<file path="config.mk">
export PLATFORM = sky130hd
export DESIGN_NAME = result_uart_tx_flat
export DESIGN_NICKNAME = d
export VERILOG_FILES = /design/src/rtl/result_uart_tx_pkg.sv /design/src/rtl/result_uart_tx_if.sv /design/src/rtl/result_uart_tx_input_stabilizer.sv /design/src/rtl/result_uart_tx.sv /design/src/flat_wrapper.sv
export SDC_FILE = /design/constraint.sdc
export NUM_CORES = 1
export LEC_CHECK = 0
export CORE_MARGIN = 4
export CORE_UTILIZATION = 35
export CTS_BUF_LIST = sky130_fd_sc_hd__clkbuf_8
export DETAILED_ROUTE_END_ITERATION = 6
export HOLD_SLACK_MARGIN = 0.03
export PLACE_DENSITY = 0.51
export REMOVE_ABC_BUFFERS = 1
export SLEW_MARGIN = 20
export SYNTH_ARGS = -nofsm -noshare
export SYNTH_HDL_FRONTEND = slang
export SYNTH_SLANG_ARGS = --single-unit
</file>
<file path="constraint.sdc">
create_clock -name clk -period 2.3 [get_ports clk]
set_clock_uncertainty 0.1 [all_clocks]
set_input_delay 0.46 -clock clk [delete_from_list [all_inputs] [get_ports clk]]
set_output_delay 0.46 -clock clk [all_outputs]
set_load 0.01 [all_outputs]
</file>
<file path="src/rtl/result_uart_tx_pkg.sv">
// Shared types and constants for the result UART transmitter.
// Imported by the stabiliser, the interface users and the top.
package result_uart_pkg;

  localparam int UART_DATA_BITS  = 8;
  localparam int UART_FRAME_BITS = 10;

  typedef enum logic [1:0] {
    IDLE,
    START,
    DATA,
    STOP
  } uart_state_e;

  // Width of a counter that must reach n-1; never narrower than 1.
  function automatic int cnt_width(input int n);
    return (n > 1) ? $clog2(n) : 1;
  endfunction

endpackage

</file>
<file path="src/rtl/result_uart_tx_if.sv">
// Result-bus and UART line bundle between the cell-mux stage
// and the transmitter.
interface result_uart_tx_if;

  logic [7:0] data_in;
  logic       send_on_change;
  logic       send_req;
  logic       tx;
  logic       busy;
  logic       overrun;

  modport master (
    output data_in,
    output send_on_change,
    output send_req,
    input  tx,
    input  busy,
    input  overrun
  );

  modport slave (
    input  data_in,
    input  send_on_change,
    input  send_req,
    output tx,
    output busy,
    output overrun
  );

endinterface

</file>
<file path="src/rtl/result_uart_tx_input_stabilizer.sv">
// Two-flop synchroniser plus debounce for the slow result bus.
// A value is accepted after STABLE_CYCLES identical samples.
module input_stabilizer
  import result_uart_pkg::*;
#(
  parameter int STABLE_CYCLES = 4
) (
  input  logic       clk,
  input  logic       rst_n,
  input  logic [7:0] data_i,
  output logic [7:0] stable_o,
  output logic       updated_o
);

  localparam int CW = cnt_width(STABLE_CYCLES);
  localparam logic [CW-1:0] LAST = CW'(STABLE_CYCLES - 1);

  logic [7:0]    sync1_q;
  logic [7:0]    sync2_q;
  logic [7:0]    prev_q;
  logic [7:0]    stable_q;
  logic [CW-1:0] cnt_q;
  logic [CW-1:0] cnt_d;
  logic          upd_q;
  logic          load;

  // Count consecutive equal samples; load when the run is long enough.
  always_comb begin
    cnt_d = cnt_q;
    load  = 1'b0;
    if (sync2_q != prev_q) begin
      cnt_d = '0;
      load  = (STABLE_CYCLES == 1);
    end else if (cnt_q != LAST) begin
      cnt_d = cnt_q + CW'(1);
      load  = ((cnt_q + CW'(1)) == LAST);
    end
  end

  // Synchroniser, sample history, counter and accepted value.
  always_ff @(posedge clk or negedge rst_n) begin
    if (!rst_n) begin
      sync1_q  <= '0;
      sync2_q  <= '0;
      prev_q   <= '0;
      cnt_q    <= '0;
      stable_q <= '0;
      upd_q    <= 1'b0;
    end else begin
      sync1_q <= data_i;
      sync2_q <= sync1_q;
      prev_q  <= sync2_q;
      cnt_q   <= cnt_d;
      upd_q   <= load;
      if (load) stable_q <= sync2_q;
    end
  end

  assign stable_o  = stable_q;
  assign updated_o = upd_q;

endmodule

</file>
<file path="src/rtl/result_uart_tx.sv">
// Serialises debounced result-bus snapshots as UART 8N1 frames.
// Frames go out on request or when the stable value changes.
module result_uart_tx
  import result_uart_pkg::*;
#(
  parameter int CLKS_PER_BIT  = 104,
  parameter int STABLE_CYCLES = 4
) (
  input  logic             clk,
  input  logic             rst_n,
  result_uart_tx_if.slave  bus
);

  localparam int CW = cnt_width(CLKS_PER_BIT);
  localparam int IW = cnt_width(UART_DATA_BITS);
  localparam logic [CW-1:0] BIT_LAST = CW'(CLKS_PER_BIT - 1);
  localparam logic [IW-1:0] IDX_LAST = IW'(UART_DATA_BITS - 1);

  uart_state_e   state_q, state_d;
  logic [CW-1:0] cnt_q, cnt_d;
  logic [IW-1:0] idx_q, idx_d;
  logic [7:0]    shift_q, shift_d;
  logic [7:0]    last_q, last_d;
  logic          pend_q, pend_d;
  logic          ovr_q, ovr_d;
  logic          tx_q, tx_d;
  logic          busy_q, busy_d;

  logic [7:0]    stable;
  logic          unused_upd;
  logic          trig;
  logic          bit_end;

  input_stabilizer #(
    .STABLE_CYCLES (STABLE_CYCLES)
  ) u_stab (
    .clk       (clk),
    .rst_n     (rst_n),
    .data_i    (bus.data_in),
    .stable_o  (stable),
    .updated_o (unused_upd)
  );

  assign trig = bus.send_req |
                (bus.send_on_change & (stable != last_q));
  assign bit_end = (cnt_q == BIT_LAST);

  // Next-state, line level and request bookkeeping.
  always_comb begin
    state_d = state_q;
    cnt_d   = cnt_q;
    idx_d   = idx_q;
    shift_d = shift_q;
    last_d  = last_q;
    pend_d  = pend_q;
    ovr_d   = ovr_q;
    tx_d    = tx_q;
    busy_d  = busy_q;
    unique case (state_q)
      IDLE: begin
        tx_d   = 1'b1;
        busy_d = 1'b0;
        if (trig || pend_q) begin
          shift_d = stable;
          last_d  = stable;
          pend_d  = 1'b0;
          busy_d  = 1'b1;
          tx_d    = 1'b0;
          cnt_d   = '0;
          state_d = START;
        end
      end
      START: begin
        if (bit_end) begin
          cnt_d   = '0;
          idx_d   = '0;
          tx_d    = shift_q[0];
          state_d = DATA;
        end else begin
          cnt_d = cnt_q + CW'(1);
        end
      end
      DATA: begin
        if (bit_end) begin
          cnt_d   = '0;
          shift_d = shift_q >> 1;
          if (idx_q == IDX_LAST) begin
            tx_d    = 1'b1;
            state_d = STOP;
          end else begin
            idx_d = idx_q + IW'(1);
            tx_d  = shift_q[1];
          end
        end else begin
          cnt_d = cnt_q + CW'(1);
        end
      end
      STOP: begin
        if (bit_end) begin
          cnt_d   = '0;
          busy_d  = 1'b0;
          state_d = IDLE;
        end else begin
          cnt_d = cnt_q + CW'(1);
        end
      end
      default: begin
        state_d = IDLE;
      end
    endcase
    // One request may wait behind a frame; a second one is lost.
    if (bus.send_req && (state_q != IDLE)) begin
      if (pend_q) ovr_d = 1'b1;
      else        pend_d = 1'b1;
    end
  end

  // State and datapath registers; line forced idle by reset.
  always_ff @(posedge clk or negedge rst_n) begin
    if (!rst_n) begin
      state_q <= IDLE;
      cnt_q   <= '0;
      idx_q   <= '0;
      shift_q <= '0;
      last_q  <= '0;
      pend_q  <= 1'b0;
      ovr_q   <= 1'b0;
      tx_q    <= 1'b1;
      busy_q  <= 1'b0;
    end else begin
      state_q <= state_d;
      cnt_q   <= cnt_d;
      idx_q   <= idx_d;
      shift_q <= shift_d;
      last_q  <= last_d;
      pend_q  <= pend_d;
      ovr_q   <= ovr_d;
      tx_q    <= tx_d;
      busy_q  <= busy_d;
    end
  end

  assign bus.tx      = tx_q;
  assign bus.busy    = busy_q;
  assign bus.overrun = ovr_q;

endmodule

</file>
<file path="src/flat_wrapper.sv">
// flat-port wrapper written by rule: the top's interface ports become plain ports
module result_uart_tx_flat import result_uart_pkg::*;
#(
  parameter int CLKS_PER_BIT  = 104,
  parameter int STABLE_CYCLES = 4
)
  (clk, rst_n, bus_data_in, bus_send_on_change, bus_send_req, bus_tx, bus_busy, bus_overrun);
  result_uart_tx_if bus_i ();
  input  logic clk;
  input  logic rst_n;
  input wire logic [$bits(bus_i.data_in)-1:0] bus_data_in;
  input wire logic [$bits(bus_i.send_on_change)-1:0] bus_send_on_change;
  input wire logic [$bits(bus_i.send_req)-1:0] bus_send_req;
  output wire logic [$bits(bus_i.tx)-1:0] bus_tx;
  output wire logic [$bits(bus_i.busy)-1:0] bus_busy;
  output wire logic [$bits(bus_i.overrun)-1:0] bus_overrun;
  assign bus_i.data_in = bus_data_in;
  assign bus_i.send_on_change = bus_send_on_change;
  assign bus_i.send_req = bus_send_req;
  assign bus_tx = bus_i.tx;
  assign bus_busy = bus_i.busy;
  assign bus_overrun = bus_i.overrun;
  result_uart_tx #(.CLKS_PER_BIT(CLKS_PER_BIT), .STABLE_CYCLES(STABLE_CYCLES)) u_core (.clk(clk), .rst_n(rst_n), .bus(bus_i));
endmodule
</file>
==> results_dict.tcl <==
set metrics [dict create \
    htreeDepth 3 \
    io_buffer_count 14 \
    final_nets 270 \
    synthesis.area_um2 2860 \
    min_path_type "input pin to async pin" \
    grt_pass1_vias 1789 \
    max_cap_viol_count 0 \
    start_kind "register" \
    end_kind "register" \
    drtIter0Drc 54 \
    cts_tree "done" \
    drc 0 \
    track_usage_pct 11.0 \
    slew_headroom_pct 68.9 \
    grt_max_degree 67 \
    ys_types 44 \
    hold_viol_final 0 \
    drive_gt1_share_pct 28.1 \
    final_cell_mix "65 x dfrtp_1, 31 x mux2_2, 13 x clkdlybuf4s50_1, 11 x xor2_1, 11 x buf_4" \
    cts_buffers 9 \
    wl_per_cell_um 13.7 \
    gp_congestion 0.785 \
    synth_area_per_cell_um2 13.2 \
    worstMarginPinSlew_ns 0.462 \
    p_per_area_nw_per_um2 668 \
    dieWidth_um 98.4 \
    io_pins 15 \
    syn-instance-count 216 \
    synthArstFlopShare_pct 100 \
    fin_tns_setup_ns 0 \
    area_growth_pct 18.8 \
    postCtsHoldBufs 0 \
    r2r-end "u_core.last_q[4]" \
    antenna_cells 0 \
    r2r_start "u_core.u_stab.stable_o[0]" \
    overflow 0 \
    synth_warnings 0 \
    synth_seq_cells 66 \
    cts.repair.resized 0 \
    r2r_cells 5 \
    postCtsSetupBuffers 0 \
    finalCritPeriodShare_pct 87.8 \
    vdd_ir_drop_max_uv 372 \
    synth_edf_count 0 \
    rsz0062_at_grt "false" \
    dp_hpwl_mm 3.40 \
    final_max_slew_viol_count 0 \
    ys_seq_area_share_pct 57.8 \
    firstDrtPassIters 4 \
    grt_pass1_wl_mm 8.51 \
    core_um2 7850 \
    clkSinkCount 66 \
    clkLatencyLatePin_ns 0.34 \
    clk_pin_slew_ns 0.08 \
    dieArea_um2 9680 \
    vias 1708 \
    ant_nets 0 \
    start_util_pct 36.4 \
    outcome "finished clean" \
    ys.flop_type "dfrtp_1" \
    crit_arrival_ns 2.14 \
    antenna_found_initial 0 \
    root_buffer "clkbuf_8" \
    vias_per_cell 4.81 \
    ctsLongestPathBuffers 2 \
    max_freq_mhz 495 \
    crit_fanout 8 \
    path_class "register to register" \
    fp.dieH_um 98.4 \
    leakage_nw 1.57 \
    rows 32 \
    final_common_cell "dfrtp_1" \
    cp_data_required_time_ns 2.42 \
    r2r_setup_slack_ns 0.28 \
    routed_wirelength_mm 4.87 \
    fin_crit_ns 2.02 \
    total_power_mw 2.27 \
    setup_viol 0 \
]
-- cell type report --
class                           instances  area, µm²
Clock buffer                           10        138
Timing Repair Buffer                   26        238
Fill cell                             769       4450
Tap cell                              102        128
Clock inverter                          6       72.6
Multi-Input combinational cell        138       1140
Inverter                                7       26.3
Sequential cell                        66       1650
-- flip-flops by register name, indices dropped and copies added (netlist names), 2 cells and up --
signal and cells:
u_core.cnt_q 7, u_core.idx_q 3, u_core.last_q 8, u_core.shift_q 8, u_core.state_q 2, u_core.u_stab.cnt_q 2, u_core.u_stab.prev_q 8, u_core.u_stab.stable_o 8
u_core.u_stab.sync1_q 8, u_core.u_stab.sync2_q 8
-- cell usage after synthesis, types with 2 or more instances --
library cell	number	area [µm²]
a21o_1	2	15.0
inv_1	7	26.3
nand4_1	2	12.5
o31ai_1	3	22.5
xnor2_1	9	78.8
a22oi_1	2	15.0
dfrtp_1	65	1630
nand3_1	6	30.0
a31o_2	2	17.5
o21ai_0	9	45.0
mux2_2	31	349
xor2_1	11	96.3
nor2_1	10	37.5
o2bb2ai_1	2	17.5
nand2_1	9	33.8
a22o_1	4	35.0
nor4_1	3	18.8
nor3_1	2	10.0
a21oi_1	3	15.0
ha_1	10	125
-- where the power goes --
group	internal, mW	switching (mW)
Clock	0.543	0.471
Combinational	0.0275	0.0314
Sequential	1.18	0.0118
Total	1.75	0.514
-- per-layer routing --
layer | GRT usage [%] | share of wire, % | vias to the layer above | wire (µm)
li1 | - | - | 835 | -
met1 | 13.4 | 48 | 841 | 2310
met2 | 17.9 | 47 | 25 | 2270
met3 | 4.14 | 4.2 | 7 | 204
met4 | 3.78 | 1.6 | 0 | 76
met5 | 0 | 0 | - | 0
-- critical path, cell delays in order, from the launching register on --
cell     delay (ns)
dfrtp_1        0.45
xnor2_1        0.18
nand4_1        0.17
o21ai_1        0.27
a21o_1         0.36
mux2_2         0.38
-- worst max-delay path by stage --
stage          cells past startpoint                       from                end  slack, ns
6_report                           5  u_core.u_stab.stable_o[0]   u_core.last_q[4]       0.28
4_1_cts                            5  u_core.u_stab.stable_o[5]   u_core.last_q[4]       0.27
3_5_place_dp                       5               bus_send_req   u_core.last_q[4]       0.07
5_1_grt                            5  u_core.u_stab.stable_o[5]   u_core.last_q[2]       0.16
3_3_place_gp                       5               bus_send_req   u_core.last_q[0]       0.09
2_1_floorplan                      5          u_core.state_q[0]  u_core.shift_q[0]       0.40
-- through the flow --
| step | cell area [µm²] | setup WS [ns] | instances | hold WS (ns) | utilization [%] |
|---|---|---|---|---|---|
| 3_3_place_gp | 3190 | 0.0863 | 339 | 0.235 | 40.6 |
| 5_1_grt | 3400 | 0.164 | 355 | 0.0487 | 43.3 |
| 4_1_cts | 3400 | 0.274 | 355 | 0.0354 | 43.3 |
| 3_5_place_dp | 3190 | 0.0697 | 339 | 0.235 | 40.6 |
| 2_1_floorplan | 2820 | 0.397 | 211 | 0.0644 | - |
| 6_report | 3400 | 0.282 | 355 | 0.0192 | 43.3 |
-- logic make-up (layout without fill, tap and decap cells) --
kind of cell,Yosys count,after routing,share of synthesized area (%)
adder cells (fa/ha/maj),10,10,4.38
XOR/XNOR,20,20,6.13
AO/OA/AOI/OAI,36,36,9.15
flip-flops,66,66,57.8
buffers and inverters,12,49,2.28
multiplexers,33,33,13.4
AND/OR/NAND/NOR,39,39,6.87
(Power assumes the default switching activity.)
